===== src/rtl/wb_cmd_master.sv =====
// wb_cmd_master: single-outstanding pipelined Wishbone B4 initiator fed by a
// valid/ready command stream; handles stall, ack, err, rty and a cyc timeout.
// Ports: clk_i/rst_n_i, cmd_* command in, rsp_* response out, wb_* master bus.
// Build option WB_CMD_MASTER_STATS_EN adds stat_ok_o/stat_err_o/stat_retry_o.
module wb_cmd_master #(
  parameter int TIMEOUT   = 255,
  parameter int MAX_RETRY = 3
) (
  input  logic        clk_i,
  input  logic        rst_n_i,
  input  logic        cmd_valid_i,
  output logic        cmd_ready_o,
  input  logic        cmd_we_i,
  input  logic [31:0] cmd_adr_i,
  input  logic [31:0] cmd_dat_i,
  input  logic [3:0]  cmd_sel_i,
  output logic        rsp_valid_o,
  input  logic        rsp_ready_i,
  output logic [31:0] rsp_dat_o,
  output logic        rsp_err_o,
  output logic        rsp_timeout_o,
  output logic        wb_cyc_o,
  output logic        wb_stb_o,
  output logic        wb_we_o,
  output logic [31:0] wb_adr_o,
  output logic [3:0]  wb_sel_o,
  output logic [31:0] wb_dat_o,
  input  logic [31:0] wb_dat_i,
  input  logic        wb_ack_i,
  input  logic        wb_err_i,
  input  logic        wb_rty_i,
  input  logic        wb_stall_i
`ifdef WB_CMD_MASTER_STATS_EN
  ,
  output logic [15:0] stat_ok_o,
  output logic [15:0] stat_err_o,
  output logic [15:0] stat_retry_o
`endif
);

  localparam int TW = (TIMEOUT > 0) ? $clog2(TIMEOUT + 1) : 1;
  localparam int RW = (MAX_RETRY > 0) ? $clog2(MAX_RETRY + 1) : 1;

  typedef enum logic [2:0] {
    S_IDLE, S_REQ, S_WAIT, S_BACKOFF, S_RSP
  } state_e;

  state_e        state_q;
  logic          we_q;
  logic [31:0]   adr_q;
  logic [31:0]   dat_q;
  logic [3:0]    sel_q;
  logic [RW-1:0] retry_q;
  logic [TW-1:0] tmo_q;
  logic          cyc_q;
  logic          stb_q;
  logic          cmd_ready_q;
  logic          rsp_valid_q;
  logic          rsp_err_q;
  logic          rsp_tmo_q;
  logic [31:0]   rsp_dat_q;

  logic busy, rty_ok, tmo_hit;
  logic ev_ok, ev_err, ev_tmo, ev_retry;

  // Outcome of the current bus cycle, err > rty > ack > timeout.
  always_comb begin
    busy     = (state_q == S_REQ) || (state_q == S_WAIT);
    rty_ok   = retry_q < RW'(MAX_RETRY);
    tmo_hit  = (TIMEOUT != 0) && (tmo_q == TW'(TIMEOUT - 1));
    ev_retry = busy && !wb_err_i && wb_rty_i && rty_ok;
    ev_ok    = busy && !wb_err_i && !wb_rty_i && wb_ack_i;
    ev_tmo   = busy && !wb_err_i && !wb_rty_i && !wb_ack_i
               && tmo_hit;
    ev_err   = busy && (wb_err_i || (wb_rty_i && !rty_ok) || ev_tmo);
  end

  always_ff @(posedge clk_i or negedge rst_n_i) begin
    if (!rst_n_i) begin
      state_q     <= S_IDLE;
      we_q        <= 1'b0;
      adr_q       <= '0;
      dat_q       <= '0;
      sel_q       <= '0;
      retry_q     <= '0;
      tmo_q       <= '0;
      cyc_q       <= 1'b0;
      stb_q       <= 1'b0;
      cmd_ready_q <= 1'b1;
      rsp_valid_q <= 1'b0;
      rsp_err_q   <= 1'b0;
      rsp_tmo_q   <= 1'b0;
      rsp_dat_q   <= '0;
    end else begin
      unique case (state_q)
        S_IDLE: begin
          if (cmd_valid_i) begin
            we_q        <= cmd_we_i;
            adr_q       <= cmd_adr_i;
            dat_q       <= cmd_dat_i;
            sel_q       <= cmd_sel_i;
            retry_q     <= '0;
            tmo_q       <= '0;
            cyc_q       <= 1'b1;
            stb_q       <= 1'b1;
            cmd_ready_q <= 1'b0;
            state_q     <= S_REQ;
          end
        end
        S_REQ, S_WAIT: begin
          tmo_q <= tmo_q + TW'(1);
          if (state_q == S_REQ && !wb_stall_i) begin
            stb_q   <= 1'b0;
            state_q <= S_WAIT;
          end
          if (ev_retry) begin
            retry_q <= retry_q + RW'(1);
            cyc_q   <= 1'b0;
            stb_q   <= 1'b0;
            state_q <= S_BACKOFF;
          end else if (ev_ok || ev_err) begin
            cyc_q       <= 1'b0;
            stb_q       <= 1'b0;
            rsp_valid_q <= 1'b1;
            rsp_err_q   <= ev_err;
            rsp_tmo_q   <= ev_tmo;
            rsp_dat_q   <= (ev_ok && !we_q) ? wb_dat_i : '0;
            state_q     <= S_RSP;
          end
        end
        S_BACKOFF: begin
          cyc_q   <= 1'b1;
          stb_q   <= 1'b1;
          tmo_q   <= '0;
          state_q <= S_REQ;
        end
        S_RSP: begin
          if (rsp_ready_i) begin
            rsp_valid_q <= 1'b0;
            rsp_err_q   <= 1'b0;
            rsp_tmo_q   <= 1'b0;
            rsp_dat_q   <= '0;
            cmd_ready_q <= 1'b1;
            state_q     <= S_IDLE;
          end
        end
        default: state_q <= S_IDLE;
      endcase
    end
  end

  assign cmd_ready_o   = cmd_ready_q;
  assign rsp_valid_o   = rsp_valid_q;
  assign rsp_err_o     = rsp_err_q;
  assign rsp_timeout_o = rsp_tmo_q;
  assign rsp_dat_o     = rsp_dat_q;
  assign wb_cyc_o      = cyc_q;
  assign wb_stb_o      = stb_q;
  assign wb_we_o       = we_q;
  assign wb_adr_o      = adr_q;
  assign wb_sel_o      = sel_q;
  assign wb_dat_o      = dat_q;

`ifdef WB_CMD_MASTER_STATS_EN
  logic [15:0] ok_q, err_q, rt_q;

  always_ff @(posedge clk_i or negedge rst_n_i) begin
    if (!rst_n_i) begin
      ok_q  <= '0;
      err_q <= '0;
      rt_q  <= '0;
    end else begin
      if (ev_ok && ok_q != 16'hFFFF)
        ok_q <= ok_q + 16'd1;
      if (ev_err && err_q != 16'hFFFF)
        err_q <= err_q + 16'd1;
      if (ev_retry && rt_q != 16'hFFFF)
        rt_q <= rt_q + 16'd1;
    end
  end

  assign stat_ok_o    = ok_q;
  assign stat_err_o   = err_q;
  assign stat_retry_o = rt_q;
`endif

endmodule

===== config.mk =====
export PLATFORM = sky130hd
export DESIGN_NAME = wb_cmd_master
export DESIGN_NICKNAME = d
export VERILOG_FILES = /design/src/rtl/wb_cmd_master.sv
export SDC_FILE = /design/constraint.sdc
export NUM_CORES = 1
export LEC_CHECK = 0
export ABC_AREA = 0
export BUFFER_PORTS_ARGS = -buffer_cell sky130_fd_sc_hd__buf_2
export CAP_MARGIN = 20
export CORE_AREA = 2 2 101 103
export DETAILED_ROUTE_END_ITERATION = 10
export DIE_AREA = 0 0 103 105
export PLACE_DENSITY = 0.83
export SETUP_SLACK_MARGIN = 0.15
export SKIP_LAST_GASP = 1
export SLEW_MARGIN = 10
export SYNTH_ARGS = -nofsm -noshare
export SYNTH_HDL_FRONTEND = slang
export SYNTH_SLANG_ARGS = --single-unit

===== constraint.sdc =====
create_clock -name clk_i -period 3.4 [get_ports clk_i]
set_input_delay 0.17 -clock clk_i [delete_from_list [all_inputs] [get_ports clk_i]]
set_output_delay 0.17 -clock clk_i [all_outputs]
set_load 0.05 [all_outputs]

==> metrics.md, run 1 <==
| Metric | Value |
|---|---|
| Flip-flop and latch count after synthesis | `between 100 and 150` |
| Cell types with the largest area share after synthesis | `sky130_fd_sc_hd__dfrtp_1 (62%), sky130_fd_sc_hd__mux2_2 (17%), sky130_fd_sc_hd__a22o_1 (6.4%), sky130_fd_sc_hd__a21oi_1 (1.0%), sky130_fd_sc_hd__nor2_1 (1.0%)` |
| DR vias/cell | `5.34` |
| Bufs on Longest Clock Path | `2` |
| Number of placed cells counting well taps | `670` |
| Critical path arrival | `2960 ps` |
| Num CTS Buffers | `17` |
| Buffers inserted during post-CTS setup optimization | `0` |
| Peak supply drop | `between 0.9 and 1 mV` |
| Synthesized-area fraction occupied by ao, oa, aoi and oai cells | `0.108` |
| Worst setup SP type | `flip-flop` |
| Worst Setup End Kind | `flip-flop` |
| Critical setup path kind | `reg2reg` |
| Clock tree from TritonCTS | `built` |
| Tmin final | `between 2000 and 3000 ps` |
| Die Footprint | `10800 sq um` |
| Synth-to-Final Area Change | `59.1%` |
| Most used flip-flop cell after synthesis | `sky130_fd_sc_hd__dfrtp_1` |
| Mux cell area share after synthesis | `0.165` |
| Initial core utilization | `0.496` |
| Number of diodes added for antenna fixing | `0` |
| Top-level port count | `~220` |
| RSZ-0062 raised after global routing | `false` |
| Post-synthesis average cell area | `approximately 14 sq um` |
| CTS root buf | `sky130_fd_sc_hd__clkbuf_8` |
| Die Ht | `~110 um` |
| GRT Overall Usage | `0.307` |
| Total Negative Setup Slacks | `0 ps` |
| Required time worst endpoint | `between 3000 and 4000 ps` |
| Overflow left after global routing | `0` |
| Share of the yosys chip area belonging to registers | `0.629` |
| Count leader, synth | `sky130_fd_sc_hd__dfrtp_1` |
| Largest net degree at the start of global routing | `53` |
| Library cell with the largest summed area after synthesis | `sky130_fd_sc_hd__dfrtp_1` |
| Number of antenna-violating nets in the routed design | `0` |
| Routability-driven placement congestion ratio | `just under 0.9` |
| Number of enable flip-flop cells after synthesis | `0` |
| Number of H-tree branching levels | `4` |
| Count of buffers inserted at the top-level ports | `215` |
| Warning count from the yosys run | `0` |
| Hpwl dp | `roughly 8600 um` |
| Xor and xnor area share after synthesis | `0.00550` |
| Endpoints failing setup | `0` |
| Sinks on the clock net | `120` |
| Cell area power density | `around 1100 nW/um^2` |
| Number of global-route vias before repair | `between 4000 and 5000` |
| Skew-Pair Late Insertion Delay | `520 ps` |
| Proportion of register bits with asynchronous set or reset after synthesis | `1.00` |
| Highest clock rate | `between 0.3 and 0.4 GHz` |
| Drt first pass iters | `4` |
| Total of cells resized after clock tree synthesis | `0` |
| Synthesized net count | `between 400 and 500` |
| DR iter-0 viols | `between 150 and 200` |
| Post-CTS clock slew at the launch and capture registers of the worst setup and hold paths | `approximately 60 ps` |
| Combinational family with the most area after synthesis | `multiplexers` |
| Commonest cells in the netlist | `sky130_fd_sc_hd__dfrtp_1 (119), sky130_fd_sc_hd__mux2_2 (70), sky130_fd_sc_hd__a22o_1 (35)` |
| Core Box Area | `9640 sq um` |
| Worst slew margin relative to its limit | `0.514` |
| Nets | `slightly below 800` |
| Global-route wire length before repair | `between 20000 and 25000 um` |
| Cell variety after synth | `38` |
| Per-cell routed wire length | `19.8 um` |
| Detailed Route WL | `~16000 um` |
| Area share of the leading cell type in the synthesized netlist | `0.623` |
| Antenna violations before repair | `0` |
| Final core area utilization | `0.789` |
| Largest fanout on the critical path | `22` |
| Worst hold margin | `103 ps` |
| Run status | `complete, no violations` |
| Transition at the pin with the smallest max-transition slack | `729 ps` |
| Vias | `~4300` |
| Post-synthesis instance area | `4780 sq um` |
| Number of cells produced by synthesis | `approximately 340` |
| Non-filler cells in the finished layout | `806` |
| Max-cap viol count | `0` |
| Worst hold path class | `in2reg` |
| Adder and majority cell fraction of the synthesized area | `0.00786` |
| Period utilization | `0.738` |
| Hold Fails Final Rpt | `0` |
| Static Leakage | `roughly 3.7 nW` |
| Number of standard-cell rows in the floorplan | `36` |
| Setup clock skew after layout | `approximately 9.7 ps` |
| Die Width | `slightly above 100 um` |
| Synthesized-area fraction occupied by and/or/nand/nor cells | `0.0574` |
| DRC violation count after routing | `0` |
| Fraction of layout cells with a size suffix above 1 | `0.489` |
| Count of final max-slew check failures | `0` |
[per-stage QoR]
stage	cell area, sq um	total power [mW]	worst slack, ps
after floorplan	4780	5.39	1430
after global placement	5970	6.24	856
after detailed placement	6000	6.38	920
after CTS	7600	8.17	907
after global routing	7600	8.64	779
final	7600	8.33	891
[critical path, stage by stage, from the launching register on]
cell and delay [ps]:
sky130_fd_sc_hd__dfrtp_1 570, sky130_fd_sc_hd__or4b_1 760, sky130_fd_sc_hd__a32o_1 300, sky130_fd_sc_hd__o32ai_4 420, sky130_fd_sc_hd__buf_16 230, sky130_fd_sc_hd__a22o_1 160
[power breakdown]
group / total, mW / leakage, nW / switching, mW / internal (mW)
clock: 1.68 / 0.267 / 0.667 / 1.01
sequential: 2.50 / 1.49 / 0.461 / 2.04
combinational: 4.15 / 1.95 / 2.97 / 1.19
[state kept, by name, summed over array words and instances (netlist names)]
name and count:
rsp_dat_o 32, wb_adr_o 32, wb_dat_o 32, tmo_q 8
wb_sel_o 4, state_q 3, retry_q 2, cmd_ready_o 1
rsp_err_o 1, rsp_timeout_o 1, rsp_valid_o 1, wb_cyc_o 1
wb_stb_o 1, wb_we_o 1
[cells by family after synthesis]
| kind of cell | after synthesis |
|---|---|
| mux | 70 |
| compound gates | 66 |
| flops | 120 |
| fa+ha+maj | 3 |
| buf+inv | 25 |
| xor+xnor | 3 |
| simple gates | 49 |
[worst paths after layout]
kind,start,to,slack [ps],cells past startpoint
max,state_q[2]$_DFFE_PN0P_,rsp_dat_o[28]$_DFFE_PN0P_,890,5
min,cmd_valid_i,cmd_ready_o$_DFFE_PN1P_,100,4
max reg2reg,state_q[2]$_DFFE_PN0P_,rsp_dat_o[28]$_DFFE_PN0P_,890,5
min reg2reg,rsp_err_o$_DFFE_PN0P_,rsp_err_o$_DFFE_PN0P_,480,1
max in group asynchronous,rst_n_i,tmo_q[5]$_DFFE_PN0P_,2240,3
min in group asynchronous,rst_n_i,wb_adr_o[23]$_DFFE_PN0P_,190,2
[metal layers]
metal	vias up	part of all wire	global-route usage
met5	-	0	0
met4	0	0.040	0.141
met3	57	0.077	0.102
met2	241	0.51	0.508
met1	2116	0.37	0.355
li1	1889	-	-
[layout by cell type (no fill, tap or decap), drive strengths merged, types with 2 or more instances in the layout]
master and instances:
nand2 9, a21o 2, clkinv 4, ha 3
dlygate4sd3 104, or2 3, clkinvlp 4, dfrtp 119
a21oi 10, a22o 35, nor3b 3, nor3 3
nor4 3, o21ai 8, inv 10, nor2 13
clkbuf 19, mux2 70, buf 220, nand4 2
o2bb2ai 2, nand3b 4, nand3 4, xnor2 3
o22ai 2
[cell type report]
cell class | count | area (sq um)
Fill cell | 543 | 2040
Tap cell | 133 | 166
Inverter | 6 | 22.5
Sequential cell | 120 | 3000
Multi-Input combinational cell | 191 | 1660
Clock inverter | 13 | 119
Timing Repair Buffer | 324 | 2190
Clock buffer | 19 | 442
[timing repair]
action,in CTS,in global routing
endpoints found under the setup margin,0,0
hold buffers,104,0
hold endpoints to repair,146,0
No activity file was read; power rests on OpenSTA's default activity.
==> inputs of run 2 (changes only) <==
Settings changed: CORE_AREA 2 2 101 103 to 2 2 110 112, DIE_AREA 0 0 103 105 to 0 0 112 114, PLACE_DENSITY 0.83 to 0.75.
Clock period 3.4 ns to 2.1 ns, I/O delays scaled along.
==> run 2 against run 1 <==
Effect of this change: combinational power is 66% higher; sequential power increased by 56%; first-iteration DRC count decreased by 2.5%; critical path depth up 2; largest cell class unchanged; critical endpoint is now rsp_dat_o[24]$_DFFE_PN0P_; core utilization shrank 12 points; setup slack worse by 790 ps; die area rose by 18%.
==> metrics.md, run 2 (synthesized netlist as in run 1, its figures left out) <==
| Metric | Value |
|---|---|
| Run status | `complete, no violations` |
| Crit path max-delay family | `compound AO/OA/AOI/OAI gates` |
| Die Footprint | `~13000 sq um` |
| Core Box Area | `11700 sq um` |
| Num CTS Buffers | `17` |
| Required time worst endpoint | `2440 ps` |
| Post-CTS clock slew at the launch and capture registers of the worst setup and hold paths | `roughly 50 ps` |
| Transition at the pin with the smallest max-transition slack | `about 600 ps` |
| Stage delay of the slowest cell on the critical path | `500 ps` |
| Setup clock skew after layout | `just under 6 ps` |
| Critical-path top delay cell | `sky130_fd_sc_hd__or4b_4` |
| Nets | `783` |
| GRT Overall Usage | `0.222` |
| Number of H-tree branching levels | `4` |
| Synth-to-Final Area Change | `64.8%` |
| Static Leakage | `approximately 3.8 nW` |
| Skew-Pair Late Insertion Delay | `~410 ps` |
| DR iter-0 viols | `~190` |
| Detailed Route WL | `14200 um` |
| Peak supply drop | `1.28 mV` |
| Fraction of layout cells with a size suffix above 1 | `0.504` |
| Number of antenna-violating nets in the routed design | `0` |
| Fin area | `just under 8000 sq um` |
| Routability-driven placement congestion ratio | `~0.84` |
| RSZ-0062 raised after global routing | `true` |
| Hold Fails Final Rpt | `0` |
| Die Width | `roughly 110 um` |
| Critical setup path kind | `reg2reg` |
| Tmin final | `~2000 ps` |
| Per-cell routed wire length | `around 17 um` |
| Clock tree from TritonCTS | `built` |
| Count of buffers inserted at the top-level ports | `215` |
| Most frequent standard cell in the layout excluding fill and tap cells | `sky130_fd_sc_hd__buf_2` |
| Placed cell area | `~6000 sq um` |
| Total Negative Setup Slacks | `0 ps` |
| Bufs on Longest Clock Path | `2` |
| Chain of cells forming the critical path | `ha_2, or4b_4, a32o_2, o32ai_4, buf_12, clkbuf_16, a22o_1` |
| Vias | `~4200` |
| Worst setup SP type | `flip-flop` |
| Drt first pass iters | `4` |
| Top-level port count | `216` |
| Largest fanout on the critical path | `8` |
| Antenna violations before repair | `0` |
| Endpoints failing setup | `0` |
| Commonest cells after routing, fill and taps aside | `sky130_fd_sc_hd__buf_2 (214), sky130_fd_sc_hd__dfrtp_1 (117), sky130_fd_sc_hd__dlygate4sd3_1 (103), sky130_fd_sc_hd__mux2_2 (70), sky130_fd_sc_hd__a22o_1 (35)` |
| Worst hold path class | `in2reg` |
| Hpwl dp | `8310 um` |
| Largest net degree at the start of global routing | `64` |
| Die Ht | `~110 um` |
| Cell area power density | `between 1500 and 2000 nW/um^2` |
| Sinks on the clock net | `120` |
| DRC violation count after routing | `0` |
| Worst Setup End Kind | `flip-flop` |
| DR vias/cell | `5.02` |
| Total power | `13.9 mW` |
| Number of global-route vias before repair | `4430` |
| Number of standard-cell rows in the floorplan | `40` |
| CTS root buf | `sky130_fd_sc_hd__clkbuf_16` |
| Initial core utilization | `0.408` |
| Overflow left after global routing | `0` |
| Worst slew margin relative to its limit | `0.594` |
| Buf/Inv on CP | `2` |
| Number of placed cells counting well taps | `between 600 and 700` |
| Number of diodes added for antenna fixing | `0` |
| Period utilization | `0.951` |
| Critical path arrival | `between 2000 and 2500 ps` |
| Count of final max-slew check failures | `0` |
| Global-route wire length before repair | `roughly 22000 um` |
| Non-filler cells in the finished layout | `approximately 830` |
| Highest clock rate | `0.501 GHz` |
| Max-cap viol count | `0` |
[run 2: changes by cell type in the layout (fill, tap and decap cells not counted), sizes merged, moves of 2 or more]
| cell | before | now |
|---|---|---|
| inv | 10 | 6 |
| buf | 220 | 229 |
| clkinvlp | 4 | 2 |
| clkbuf | 19 | 24 |
| bufinv | 1 | 4 |
[run 2: worst reg2reg max path, stage by stage, from the launching register on]
cell and delay, ps:
sky130_fd_sc_hd__dfrtp_1 380, sky130_fd_sc_hd__ha_2 200, sky130_fd_sc_hd__or4b_4 500, sky130_fd_sc_hd__a32o_2 260, sky130_fd_sc_hd__o32ai_4 130, sky130_fd_sc_hd__buf_12 170, sky130_fd_sc_hd__clkbuf_16 150, sky130_fd_sc_hd__a22o_1 140
[run 2: path summary, 6_finish.rpt]
| path | start | slack [ps] | cells past startpoint | end |
|---|---|---|---|---|
| min reg2reg | rsp_err_o$_DFFE_PN0P_ | 480 | 1 | rsp_err_o$_DFFE_PN0P_ |
| min | wb_stall_i | 20 | 3 | state_q[0]$_DFFE_PN0P_ |
| max reg2reg | retry_q[0]$_DFFE_PN0P_ | 100 | 7 | rsp_dat_o[24]$_DFFE_PN0P_ |
| max | retry_q[0]$_DFFE_PN0P_ | 100 | 7 | rsp_dat_o[24]$_DFFE_PN0P_ |
| max in group asynchronous | rst_n_i | 1040 | 3 | state_q[0]$_DFFE_PN0P_ |
| min in group asynchronous | rst_n_i | 260 | 2 | wb_dat_o[20]$_DFFE_PN0P_ |
[run 2: cell type report]
cell class	count	area, sq um
Clock buffer	21	460
Clock inverter	11	171
Fill cell	832	3840
Inverter	6	22.5
Multi-Input combinational cell	191	1670
Sequential cell	120	3010
Tap cell	147	184
Timing Repair Buffer	335	2360
[run 2: where the power goes]
group          internal (mW)  leakage [nW]  switching, mW
clock network           2.05         0.303           1.03
registers               3.30          1.49          0.613
logic                   2.14          2.05           4.76
[run 2: timing repair]
action                                 4_1_cts  5_1_grt
setup endpoints to repair                   35       35
pin swaps                                    0        1
resized for setup                            1        5
endpoints found under the hold margin      148        0
buffers inserted                             0        2
cloned                                       0        4
hold buffers                               103        0
[run 2: per-stage QoR]
stage,utilization,setup slack [ps],hold WS (ps)
CTS,0.662,122,11.5
global route,0.672,50.5,9.43
floorplan,-,160,-191
finish,0.672,103,18.7
detailed placement,0.519,138,154
global placement,0.519,164,152
[run 2: metal layers]
metal / wire length [um] / GRT usage / vias up
met5: 0 / 0 / -
met4: 287 / 0.100 / 0
met3: 851 / 0.0733 / 23
met2: 7560 / 0.385 / 173
met1: 5500 / 0.250 / 2067
li1: - / - / 1905
